$ cat src/rtl/spi_xfer_sched_if.sv
// Requester and engine handshake bundle for spi_xfer_sched.
// slave is the scheduler's view; master is the requester/engine side.
interface spi_xfer_sched_if #(
  parameter int unsigned N_REQ = 4,
  parameter int unsigned DW    = 16
);
  logic [N_REQ-1:0]    req;
  logic [N_REQ*DW-1:0] req_tx;
  logic [N_REQ-1:0]    gnt;
  logic [N_REQ-1:0]    rsp_valid;
  logic [DW-1:0]       rsp_data;
  logic                rsp_err;
  logic                eng_start;
  logic [DW-1:0]       eng_tx;
  logic                eng_abort;
  logic                eng_done;
  logic [DW-1:0]       eng_rx;
  logic                busy;

  modport slave (
    input  req, req_tx, eng_done, eng_rx,
    output gnt, rsp_valid, rsp_data, rsp_err, eng_start, eng_tx, eng_abort, busy
  );

  modport master (
    output req, req_tx, eng_done, eng_rx,
    input  gnt, rsp_valid, rsp_data, rsp_err, eng_start, eng_tx, eng_abort, busy
  );
endinterface

$ cat src/rtl/spi_xfer_sched.sv
// Round-robin scheduler sharing one SPI transfer engine between N_REQ requesters,
// with an enforced cs_n-high gap between frames and a stuck-transfer watchdog.
module spi_xfer_sched #(
  parameter int unsigned N_REQ       = 4,
  parameter int unsigned DW          = 16,
  parameter int unsigned GAP_CYC     = 4,
  parameter int unsigned TIMEOUT_CYC = 64
) (
  input logic              clk,
  input logic              rst_a,
  spi_xfer_sched_if.slave  bus
);
  localparam int unsigned PW = $clog2(N_REQ);
  localparam int unsigned TW = $clog2(TIMEOUT_CYC);
  localparam int unsigned GW = $clog2(GAP_CYC + 1);

  typedef enum logic [1:0] {ST_IDLE, ST_WAIT, ST_GAP} state_e;

  state_e           state_q, state_d;
  logic [PW-1:0]    rr_ptr_q, rr_ptr_d;
  logic [PW-1:0]    owner_q, owner_d;
  logic [TW-1:0]    tmo_cnt_q, tmo_cnt_d;
  logic [GW-1:0]    gap_cnt_q, gap_cnt_d;
  logic [N_REQ-1:0] gnt_q, gnt_d;
  logic [N_REQ-1:0] rsp_valid_q, rsp_valid_d;
  logic [DW-1:0]    rsp_data_q, rsp_data_d;
  logic             rsp_err_q, rsp_err_d;
  logic             eng_start_q, eng_start_d;
  logic [DW-1:0]    eng_tx_q, eng_tx_d;
  logic             eng_abort_q, eng_abort_d;
  logic             busy_q, busy_d;

  logic             pick_vld;
  logic [PW-1:0]    pick_idx;
  logic [DW-1:0]    pick_tx;
  logic [PW:0]      cand;

  // First requesting index at or after rr_ptr, wrapping modulo N_REQ
  always_comb begin
    pick_vld = 1'b0;
    pick_idx = '0;
    cand     = '0;
    for (int unsigned k = 0; k < N_REQ; k++) begin
      cand = {1'b0, rr_ptr_q} + (PW + 1)'(k);
      if (cand >= (PW + 1)'(N_REQ)) begin
        cand = cand - (PW + 1)'(N_REQ);
      end
      if (!pick_vld && bus.req[cand[PW-1:0]]) begin
        pick_vld = 1'b1;
        pick_idx = cand[PW-1:0];
      end
    end
  end

  always_comb begin
    pick_tx = '0;
    for (int unsigned i = 0; i < N_REQ; i++) begin
      if (pick_idx == PW'(i)) begin
        pick_tx = bus.req_tx[i*DW +: DW];
      end
    end
  end

  always_comb begin
    state_d     = state_q;
    rr_ptr_d    = rr_ptr_q;
    owner_d     = owner_q;
    tmo_cnt_d   = tmo_cnt_q;
    gap_cnt_d   = gap_cnt_q;
    gnt_d       = '0;
    rsp_valid_d = '0;
    rsp_data_d  = rsp_data_q;
    rsp_err_d   = rsp_err_q;
    eng_start_d = 1'b0;
    eng_tx_d    = eng_tx_q;
    eng_abort_d = 1'b0;

    case (state_q)
      ST_IDLE: begin
        if (pick_vld) begin
          state_d     = ST_WAIT;
          gnt_d       = N_REQ'(1) << pick_idx;
          eng_start_d = 1'b1;
          eng_tx_d    = pick_tx;
          owner_d     = pick_idx;
          rr_ptr_d    = (pick_idx == PW'(N_REQ - 1)) ? '0 : PW'(pick_idx + PW'(1));
          tmo_cnt_d   = '0;
        end
      end
      ST_WAIT: begin
        tmo_cnt_d = tmo_cnt_q + TW'(1);
        // A done arriving on the last watchdog cycle still counts as success
        if (bus.eng_done) begin
          state_d     = ST_GAP;
          gap_cnt_d   = '0;
          rsp_valid_d = N_REQ'(1) << owner_q;
          rsp_data_d  = bus.eng_rx;
          rsp_err_d   = 1'b0;
        end else if (tmo_cnt_q == TW'(TIMEOUT_CYC - 1)) begin
          state_d     = ST_GAP;
          gap_cnt_d   = '0;
          eng_abort_d = 1'b1;
          rsp_valid_d = N_REQ'(1) << owner_q;
          rsp_data_d  = '0;
          rsp_err_d   = 1'b1;
        end
      end
      ST_GAP: begin
        if (gap_cnt_q == GW'(GAP_CYC - 1)) begin
          state_d = ST_IDLE;
        end else begin
          gap_cnt_d = gap_cnt_q + GW'(1);
        end
      end
      default: state_d = ST_IDLE;
    endcase

    busy_d = (state_d != ST_IDLE);
  end

  always_ff @(posedge clk or posedge rst_a) begin
    if (rst_a) begin
      state_q     <= ST_IDLE;
      rr_ptr_q    <= '0;
      owner_q     <= '0;
      tmo_cnt_q   <= '0;
      gap_cnt_q   <= '0;
      gnt_q       <= '0;
      rsp_valid_q <= '0;
      rsp_data_q  <= '0;
      rsp_err_q   <= 1'b0;
      eng_start_q <= 1'b0;
      eng_tx_q    <= '0;
      eng_abort_q <= 1'b0;
      busy_q      <= 1'b0;
    end else begin
      state_q     <= state_d;
      rr_ptr_q    <= rr_ptr_d;
      owner_q     <= owner_d;
      tmo_cnt_q   <= tmo_cnt_d;
      gap_cnt_q   <= gap_cnt_d;
      gnt_q       <= gnt_d;
      rsp_valid_q <= rsp_valid_d;
      rsp_data_q  <= rsp_data_d;
      rsp_err_q   <= rsp_err_d;
      eng_start_q <= eng_start_d;
      eng_tx_q    <= eng_tx_d;
      eng_abort_q <= eng_abort_d;
      busy_q      <= busy_d;
    end
  end

  assign bus.gnt       = gnt_q;
  assign bus.rsp_valid = rsp_valid_q;
  assign bus.rsp_data  = rsp_data_q;
  assign bus.rsp_err   = rsp_err_q;
  assign bus.eng_start = eng_start_q;
  assign bus.eng_tx    = eng_tx_q;
  assign bus.eng_abort = eng_abort_q;
  assign bus.busy      = busy_q;
endmodule

$ cat src/flat_wrapper.sv
// flat-port wrapper written by rule: the top's interface ports become plain ports
module spi_xfer_sched_flat 
#(
  parameter int unsigned N_REQ       = 4,
  parameter int unsigned DW          = 16,
  parameter int unsigned GAP_CYC     = 4,
  parameter int unsigned TIMEOUT_CYC = 64
)
  (clk, rst_a, bus_req, bus_req_tx, bus_eng_done, bus_eng_rx, bus_gnt, bus_rsp_valid, bus_rsp_data, bus_rsp_err, bus_eng_start, bus_eng_tx, bus_eng_abort, bus_busy);
  spi_xfer_sched_if #(.N_REQ(N_REQ), .DW(DW)) bus_i ();
  input logic clk;
  input logic rst_a;
  input wire logic [$bits(bus_i.req)-1:0] bus_req;
  input wire logic [$bits(bus_i.req_tx)-1:0] bus_req_tx;
  input wire logic [$bits(bus_i.eng_done)-1:0] bus_eng_done;
  input wire logic [$bits(bus_i.eng_rx)-1:0] bus_eng_rx;
  output wire logic [$bits(bus_i.gnt)-1:0] bus_gnt;
  output wire logic [$bits(bus_i.rsp_valid)-1:0] bus_rsp_valid;
  output wire logic [$bits(bus_i.rsp_data)-1:0] bus_rsp_data;
  output wire logic [$bits(bus_i.rsp_err)-1:0] bus_rsp_err;
  output wire logic [$bits(bus_i.eng_start)-1:0] bus_eng_start;
  output wire logic [$bits(bus_i.eng_tx)-1:0] bus_eng_tx;
  output wire logic [$bits(bus_i.eng_abort)-1:0] bus_eng_abort;
  output wire logic [$bits(bus_i.busy)-1:0] bus_busy;
  assign bus_i.req = bus_req;
  assign bus_i.req_tx = bus_req_tx;
  assign bus_i.eng_done = bus_eng_done;
  assign bus_i.eng_rx = bus_eng_rx;
  assign bus_gnt = bus_i.gnt;
  assign bus_rsp_valid = bus_i.rsp_valid;
  assign bus_rsp_data = bus_i.rsp_data;
  assign bus_rsp_err = bus_i.rsp_err;
  assign bus_eng_start = bus_i.eng_start;
  assign bus_eng_tx = bus_i.eng_tx;
  assign bus_eng_abort = bus_i.eng_abort;
  assign bus_busy = bus_i.busy;
  spi_xfer_sched #(.N_REQ(N_REQ), .DW(DW), .GAP_CYC(GAP_CYC), .TIMEOUT_CYC(TIMEOUT_CYC)) u_core (.clk(clk), .rst_a(rst_a), .bus(bus_i));
endmodule
$ cat config.mk
export PLATFORM = sky130hd
export DESIGN_NAME = spi_xfer_sched_flat
export DESIGN_NICKNAME = d
export VERILOG_FILES = /design/src/rtl/spi_xfer_sched_if.sv /design/src/rtl/spi_xfer_sched.sv /design/src/flat_wrapper.sv
export SDC_FILE = /design/constraint.sdc
export NUM_CORES = 1
export LEC_CHECK = 0
export BUFFER_PORTS_ARGS = -buffer_cell sky130_fd_sc_hd__buf_2
export CAP_MARGIN = 20
export CELL_PAD_IN_SITES_DETAIL_PLACEMENT = 0
export CELL_PAD_IN_SITES_GLOBAL_PLACEMENT = 1
export CORE_MARGIN = 1
export CORE_UTILIZATION = 30
export DETAILED_ROUTE_END_ITERATION = 8
export HOLD_SLACK_MARGIN = 0.1
export PLACE_DENSITY_LB_ADDON = 0.15
export RECOVER_POWER = 50
export SLEW_MARGIN = 20
export SYNTH_ARGS = -nofsm -noshare
export SYNTH_HDL_FRONTEND = slang
export SYNTH_SLANG_ARGS = --single-unit
$ cat constraint.sdc
create_clock -name clk -period 2.2 [get_ports clk]
set_clock_uncertainty 0.15 [all_clocks]
set_input_delay 0.11 -clock clk [delete_from_list [all_inputs] [get_ports clk]]
set_output_delay 0.11 -clock clk [all_outputs]
set_load 0.05 [all_outputs]
==> results of run 1 <==
==> stage by stage <==
step                hold WS (ns)  total power (uW)  std cells  cell area [sq um]
floorplan                0.03275              4636        314               3018
global placement         0.02800              5505        570               3855
detailed placement       0.02483              5547        570               3855
CTS                       0.1010              6751        650               4716
global route              0.1041              7666        659               5004
finish                   0.06822              7187        659               5004
==> final cells by class <==
type	count	area share, %
Sequential cell	59	29.51
Multi-Input combinational cell	207	29.16
Tap cell	133	3.326
Clock inverter	7	1.675
Timing Repair Buffer	218	31.91
Inverter	26	1.950
Clock buffer	9	2.476
==> kinds of logic (layout without fill, tap and decap cells) <==
| kind of cell | count (synthesis) | after routing |
|---|---|---|
| simple gates | 92 | 92 |
| fa+ha+maj | 7 | 7 |
| buf+inv | 48 | 260 |
| xor+xnor | 1 | 1 |
| compound gates | 107 | 107 |
| flops | 59 | 59 |
==> cell usage after synthesis <==
| cell | count |
|---|---|
| a22o_1 | 18 |
| o21ai_1 | 1 |
| clkbuf_1 | 12 |
| a221oi_1 | 2 |
| nand3_1 | 5 |
| nor3_1 | 1 |
| a21oi_1 | 39 |
| a31oi_1 | 1 |
| nand2b_1 | 1 |
| nor4_1 | 2 |
| a221oi_2 | 14 |
| buf_4 | 2 |
| nor3b_2 | 2 |
| ha_1 | 7 |
| nor2_1 | 41 |
| or2b_1 | 1 |
| inv_2 | 1 |
| buf_2 | 3 |
| and3_1 | 2 |
| nand2b_4 | 1 |
| and2_1 | 5 |
| inv_1 | 25 |
| a211oi_2 | 1 |
| dfrtp_1 | 59 |
| o21ai_0 | 26 |
| nand4_1 | 1 |
| o31ai_1 | 1 |
| buf_6 | 5 |
| nand3b_1 | 1 |
| o31a_1 | 1 |
| nor2_2 | 1 |
| or3_1 | 1 |
| o22ai_1 | 1 |
| xor2_1 | 1 |
| a21o_1 | 2 |
| nand2_1 | 27 |
==> worst paths after layout <==
kind	from	endpoint	slack [ns]	cells past startpoint
worst max-delay path	u_core.rr_ptr_q[0]	u_core.bus.eng_tx[2]	0.03	10
worst min-delay path	bus_req_tx[0]	u_core.bus.eng_tx[0]	0.07	5
worst max register to register	u_core.rr_ptr_q[0]	u_core.bus.eng_tx[2]	0.03	10
worst min register to register	u_core.bus.rsp_data[1]	u_core.bus.rsp_data[1]	0.35	1
max in group asynchronous	rst_a	u_core.state_q[1]	0.43	4
min in group asynchronous	rst_a	u_core.bus.rsp_data[3]	0.33	3
==> critical path: cells and delay by family (launching register included) <==
family          cells  cell delay, ns
compound gates      5            0.67
fa+ha+maj           1            0.18
buf+inv             2            0.33
flops               1            0.40
simple gates        2            0.31
==> metal layers <==
metal / up-vias / share of wire [%] / GRT usage (%)
met5: - / 0 / 0
met4: 0 / 0.57 / 5.385
met3: 4 / 6.0 / 3.899
met2: 98 / 49 / 29.52
met1: 1429 / 45 / 21.76
li1: 1514 / - / -
==> power breakdown <==
| part | switching [uW] | internal [uW] | leakage, uW |
|---|---|---|---|
| clock | 512 | 545 | 0.000103 |
| combinational | 2780 | 1530 | 0.00157 |
| sequential | 288 | 1540 | 0.000736 |
| total | 3580 | 3610 | 0.00241 |
==> flip-flops by register name, indices dropped and copies added (netlist names) <==
| signal | count |
|---|---|
| u_core.bus.eng_abort | 1 |
| u_core.bus.rsp_err | 1 |
| u_core.gap_cnt_q | 3 |
| u_core.bus.eng_start | 1 |
| u_core.bus.busy | 1 |
| u_core.rr_ptr_q | 2 |
| u_core.bus.gnt | 4 |
| u_core.owner_q | 2 |
| u_core.tmo_cnt_q | 6 |
| u_core.bus.rsp_data | 16 |
| u_core.bus.eng_tx | 16 |
| u_core.bus.rsp_valid | 4 |
| u_core.state_q | 2 |
==> repair_timing <==
item                       in CTS  in global routing
gates cloned                    0                  4
gates resized for setup        11                 48
setup endpoints to repair      15                 16
hold endpoints to repair       93                  2
hold buffers                   63                  2
buffers inserted                1                  3
pin swaps                       3                 32
==> impl_metrics.yaml, run 1 <==
clock_tree:
  clkLatencyLatePin_ns: 0.33
  cts-root-buf: "clkbuf_8"
  htree_levels: 3
  clk_pin_slew_worst_paths_ns: 0.08
  cts-buffers-inserted: 9
  cts.sinks: 59
  clockBufferDepth: 2
  cts_tree: "yes"
critical_path:
  crit_chain: "or2b_1 > a21oi_2 > a211oi_2 > buf_4 > ha_4 > clkbuf_16 > a21oi_2 > o21ai_2 > a221oi_2 > nor2_1"
  path_max_fanout: 8
  cp_common_cell: "a21oi_2"
  cp-end-kind: "register"
  cpPeakStageDelay_ns: 0.40
  critPathSlowestCell: "dfrtp_1"
  start_kind: "register"
  cp.arrival_ns: 2.25
  worstPathRequired_ns: 2.28
  critPathKind: "register to register"
yosys:
  synth_top_family_by_area: "compound AO/OA/AOI/OAI gates"
  synthTopCellsByArea: "dfrtp_1 49%, a221oi_2 7.0%, a21oi_1 6.5%"
  yosys.area.top_type: "dfrtp_1"
  ys_ff_latch: 59
  synth_adder_area_share_pct: 2.925
  syn_nets: 408
  netlist.area_leader.share_pct: 49.31
  synth-seq-area-share_pct: 49.31
  synth_xor_area_share_pct: 0.2925
  synthCells: 314
  synth_mux_area_share_pct: 0
  synth_area_per_cell_sq_um: 9.535
  yosys.area_share.simple_pct: 14.04
  netlist_area_sq_mm: 0.002994
  synth_compound_area_share_pct: 25.78
  synth_cell_types: 36
  yosys_warnings: 0
finish:
  postLayoutCoreUtil_pct: 51.43
  diodes: 0
  fill_cells: 919
  seqCellArea_sq_mm: 0.001476
  mostFrequentLayoutCell: "buf_2"
  multi_input_area_sq_mm: 0.001459
  layout_common_cells: "116 x buf_2, 65 x dlygate4sd3_1, 59 x dfrtp_1"
  area_growth_pct: 67.11
  fin_nets: 615
  drive_above_1_share_pct: 39.35
grt:
  antenna_found_initial: 0
  grt_max_degree: 38
  grt_util_all_layers_pct: 17.27
  grt_pass1_wl_mm: 13.59
  first_global_vias: 2844
  globalRoute.totalOverflow: 0
flow_run:
  maxCapViolCount: 0
drt:
  drt-initial-drc-count: 61
  viasPerCell: 4.621
  detail-route-antenna-nets: 0
  finalWirelength_mm: 9.689
  routedWlPerCell_um: 14.70
  vias: 3045
  dr.pass1.iters: 6
  drc: 0
sta:
  finalCriticalPeriod_ns: 2.168
  fmax_mhz: 461.2
  fin_ws_ns: 0.03151
  finalCritPeriodShare_pct: 98.57
  slew_viol_final: 0
  hold_violations: 0
  worstMarginPinSlew_ns: 0.8421
  slew_headroom_pct: 43.80
  setup_viol: 0
  fin_setup_tns_ns: 0
  rsz0062_at_grt: "true"
floorplan:
  rows: 36
  dieWidth_um: 101.9
  io_pins: 131
  start_util_pct: 30.77
  core_sq_mm: 0.009729
  dieArea_sq_mm: 0.01038
  die_y_um: 101.9
placed_design:
  hpwl_mm: 5.846
  place_ws_ns: -0.04418
  portBuffers: 130
  gp_congestion: 0.8102
status:
  status: "finished, final reports clean"
hold_path:
  hp-class: "input pin to register"
pwr:
  vdd_drop_max_mv: 0.6814
  power_density_mw_per_mm2: 1436
  leakagePower_uw: 0.002408
Note: power is estimated with default switching activity, not from simulation.
==> inputs of run 2 (changes only) <==
ABC_AREA = 1   (was unset)
==> run 2 against run 1 <==
Against the previous run: the flow now finishes with violations (setup timing); flip-flop and latch count did not move; critical path depth rose by 8; fmax fell by 12%; sequential power fell by 3%; highest routed layer unchanged; power rose by 38%; critical endpoint is now u_core.bus.eng_tx[11]; synthesized area rose by 0.59%; clock power fell by 6%.
==> impl_metrics.yaml, run 2 <==
yosys:
  synthArstFlopShare_pct: 100.0
  synthCells: 383
  netlist.area_leader.share_pct: 49.02
  syn_nets: 477
  synthTopCellsByArea: "dfrtp_1 49%, nand2_1 18%, o21ai_0 7.1%"
  synth_edf_count: 0
  yosys_warnings: 0
  ys_ff_latch: 59
  yosys-top-cells-count: "141 x nand2_1, 59 x dfrtp_1, 43 x o21ai_0, 29 x inv_1, 19 x a21oi_1"
  netlist_area_sq_mm: 0.003012
  synth_area_per_cell_sq_um: 7.863
  synth_cell_types: 23
  yosysMostFrequentCell: "nand2_1"
  yosys.area.top_type: "dfrtp_1"
  synth-seq-area-share_pct: 49.02
  synth_flop_cell: "dfrtp_1"
pwr:
  power_density_mw_per_mm2: 1912
  power_uw: 9919
  leakagePower_uw: 0.002643
  vdd_drop_max_mv: 1.058
sta:
  worstMarginPinSlew_ns: 0.8978
  fmax_mhz: 406.5
  finalCriticalPeriod_ns: 2.460
  fin_setup_tns_ns: -3.429
  slew_viol_final: 0
  slew_headroom_pct: 40.08
  rsz0062_at_grt: "true"
  finalCritPeriodShare_pct: 111.8
  setup_viol: 16
  hold_violations: 0
  fin_ws_ns: -0.2598
clock_tree:
  clkLatencyLatePin_ns: 0.34
  cts-buffers-inserted: 9
  cts_tree: "yes"
  clockBufferDepth: 2
  htree_levels: 3
  clk_pin_slew_worst_paths_ns: 0.07
  cts.sinks: 59
  cts-root-buf: "clkbuf_8"
critical_path:
  critPathKind: "register to register"
  worstPathRequired_ns: 2.28
  start_kind: "register"
  cp-end-kind: "register"
  critPathLaunch: "u_core.rr_ptr_q[0]"
  path_max_fanout: 16
  reg2reg_depth: 18
  timing.rr.start: "u_core.rr_ptr_q[0]"
  cp.arrival_ns: 2.54
floorplan:
  dieArea_sq_mm: 0.01044
  rows: 36
  core_sq_mm: 0.009729
  die_y_um: 102.2
  start_util_pct: 30.95
  dieWidth_um: 102.2
  io_pins: 131
grt:
  first_global_vias: 3274
  grt_max_degree: 37
  antenna_found_initial: 0
  grt_pass1_wl_mm: 14.54
  grt_util_all_layers_pct: 17.79
  globalRoute.totalOverflow: 0
placed_design:
  gp_congestion: 0.7570
  dpl.cell_count: 653
  hpwl_mm: 5.949
  portBuffers: 130
drt:
  routedWlPerCell_um: 12.01
  drc: 0
  dr.pass1.iters: 4
  vias: 3312
  detail-route-antenna-nets: 0
  finalWirelength_mm: 8.959
  viasPerCell: 4.440
  drt-initial-drc-count: 108
finish:
  fill_cells: 936
  mostFrequentLayoutCell: "nand2_1"
  drive_above_1_share_pct: 36.87
  diodes: 0
  fin_nets: 702
  area_growth_pct: 72.25
  final_cells: 746
  layout_common_cells: "118 x nand2_1, 112 x buf_2, 66 x dlygate4sd3_1"
hold_path:
  worstHoldStart: "bus_req_tx[7]"
  hold_depth: 7
  hp-class: "input pin to register"
status:
  violations: "setup timing"
  status: "finished with violations"
flow_run:
  maxCapViolCount: 0
==> run 2: kinds of logic (layout without fill, tap and decap cells) <==
group | after synthesis | after routing | synth area share (%)
compound gates | 84 | 84 | 16.08
fa+ha+maj | 7 | 7 | 2.908
buf+inv | 49 | 279 | 7.146
flops | 59 | 59 | 49.02
simple gates | 184 | 184 | 24.84
==> run 2: per-layer routing <==
| metal | vias up | global-route usage, % | wire (um) |
|---|---|---|---|
| li1 | 1696 | - | - |
| met1 | 1506 | 21.05 | 3828 |
| met2 | 99 | 32.01 | 4628 |
| met3 | 11 | 3.010 | 380 |
| met4 | 0 | 7.033 | 121 |
| met5 | - | 0 | 0 |
==> run 2: final cells by class <==
class / count / area [sq um] / share of cell area [%]
Multi-Input combinational cell: 275 / 1567 / 30.20
Sequential cell: 59 / 1478 / 28.49
Inverter: 31 / 133.9 / 2.581
Tap cell: 133 / 166.4 / 3.208
Clock buffer: 9 / 123.9 / 2.388
Timing Repair Buffer: 232 / 1642 / 31.64
Clock inverter: 7 / 77.57 / 1.495
==> run 2: stage by stage <==
step / utilization (%) / hold slack, ns / setup slack, ns / area [sq um]
CTS: 52.33 / 0.1025 / -0.2764 / 5091
floorplan: - / 0.02641 / -0.1166 / 3148
detailed placement: 41.73 / 0.04137 / -0.2886 / 4060
finish: 53.32 / 0.1125 / -0.2598 / 5187
global placement: 41.73 / 0.03342 / -0.2427 / 4060
global route: 53.32 / 0.1414 / -0.4483 / 5187
==> run 2: worst paths after layout <==
| path | to | slack [ns] |
|---|---|---|
| max in group asynchronous | u_core.bus.rsp_valid[2] | 0.46 |
| worst max register to register | u_core.bus.eng_tx[11] | -0.26 |
| worst min register to register | u_core.bus.eng_tx[7] | 0.33 |
| worst max-delay path | u_core.bus.eng_tx[11] | -0.26 |
| worst min-delay path | u_core.bus.eng_tx[7] | 0.11 |
| min in group asynchronous | u_core.bus.gnt[2] | 0.37 |
==> run 2: what timing repair did <==
item,4_1_cts,5_1_grt
resized for setup,35,37
endpoints found under the setup margin,17,22
buffers inserted,6,5
gates cloned,1,1
hold endpoints to repair,93,0
hold buffers,66,0
pin swaps,14,30
==> run 2: power by group <==
group          switching (uW)  leakage [uW]  internal, uW
Sequential                250      0.000758          1530
Clock                     468     0.0000998           530
Combinational            4330       0.00179          2810
==> run 2: critical path, cell delays in order, from the launching register on <==
cell	delay [ns]
dfrtp_1	0.41
buf_6	0.16
nand2_2	0.06
nand2_2	0.06
nand2_2	0.08
nand2_4	0.06
nor2_4	0.14
nand3_2	0.10
nand2_2	0.10
nand2_4	0.07
buf_6	0.13
ha_4	0.18
buf_12	0.15
a21oi_1	0.11
nand2_1	0.06
o21ai_1	0.07
o21ai_1	0.09
nand2_1	0.08
nand2_1	0.06
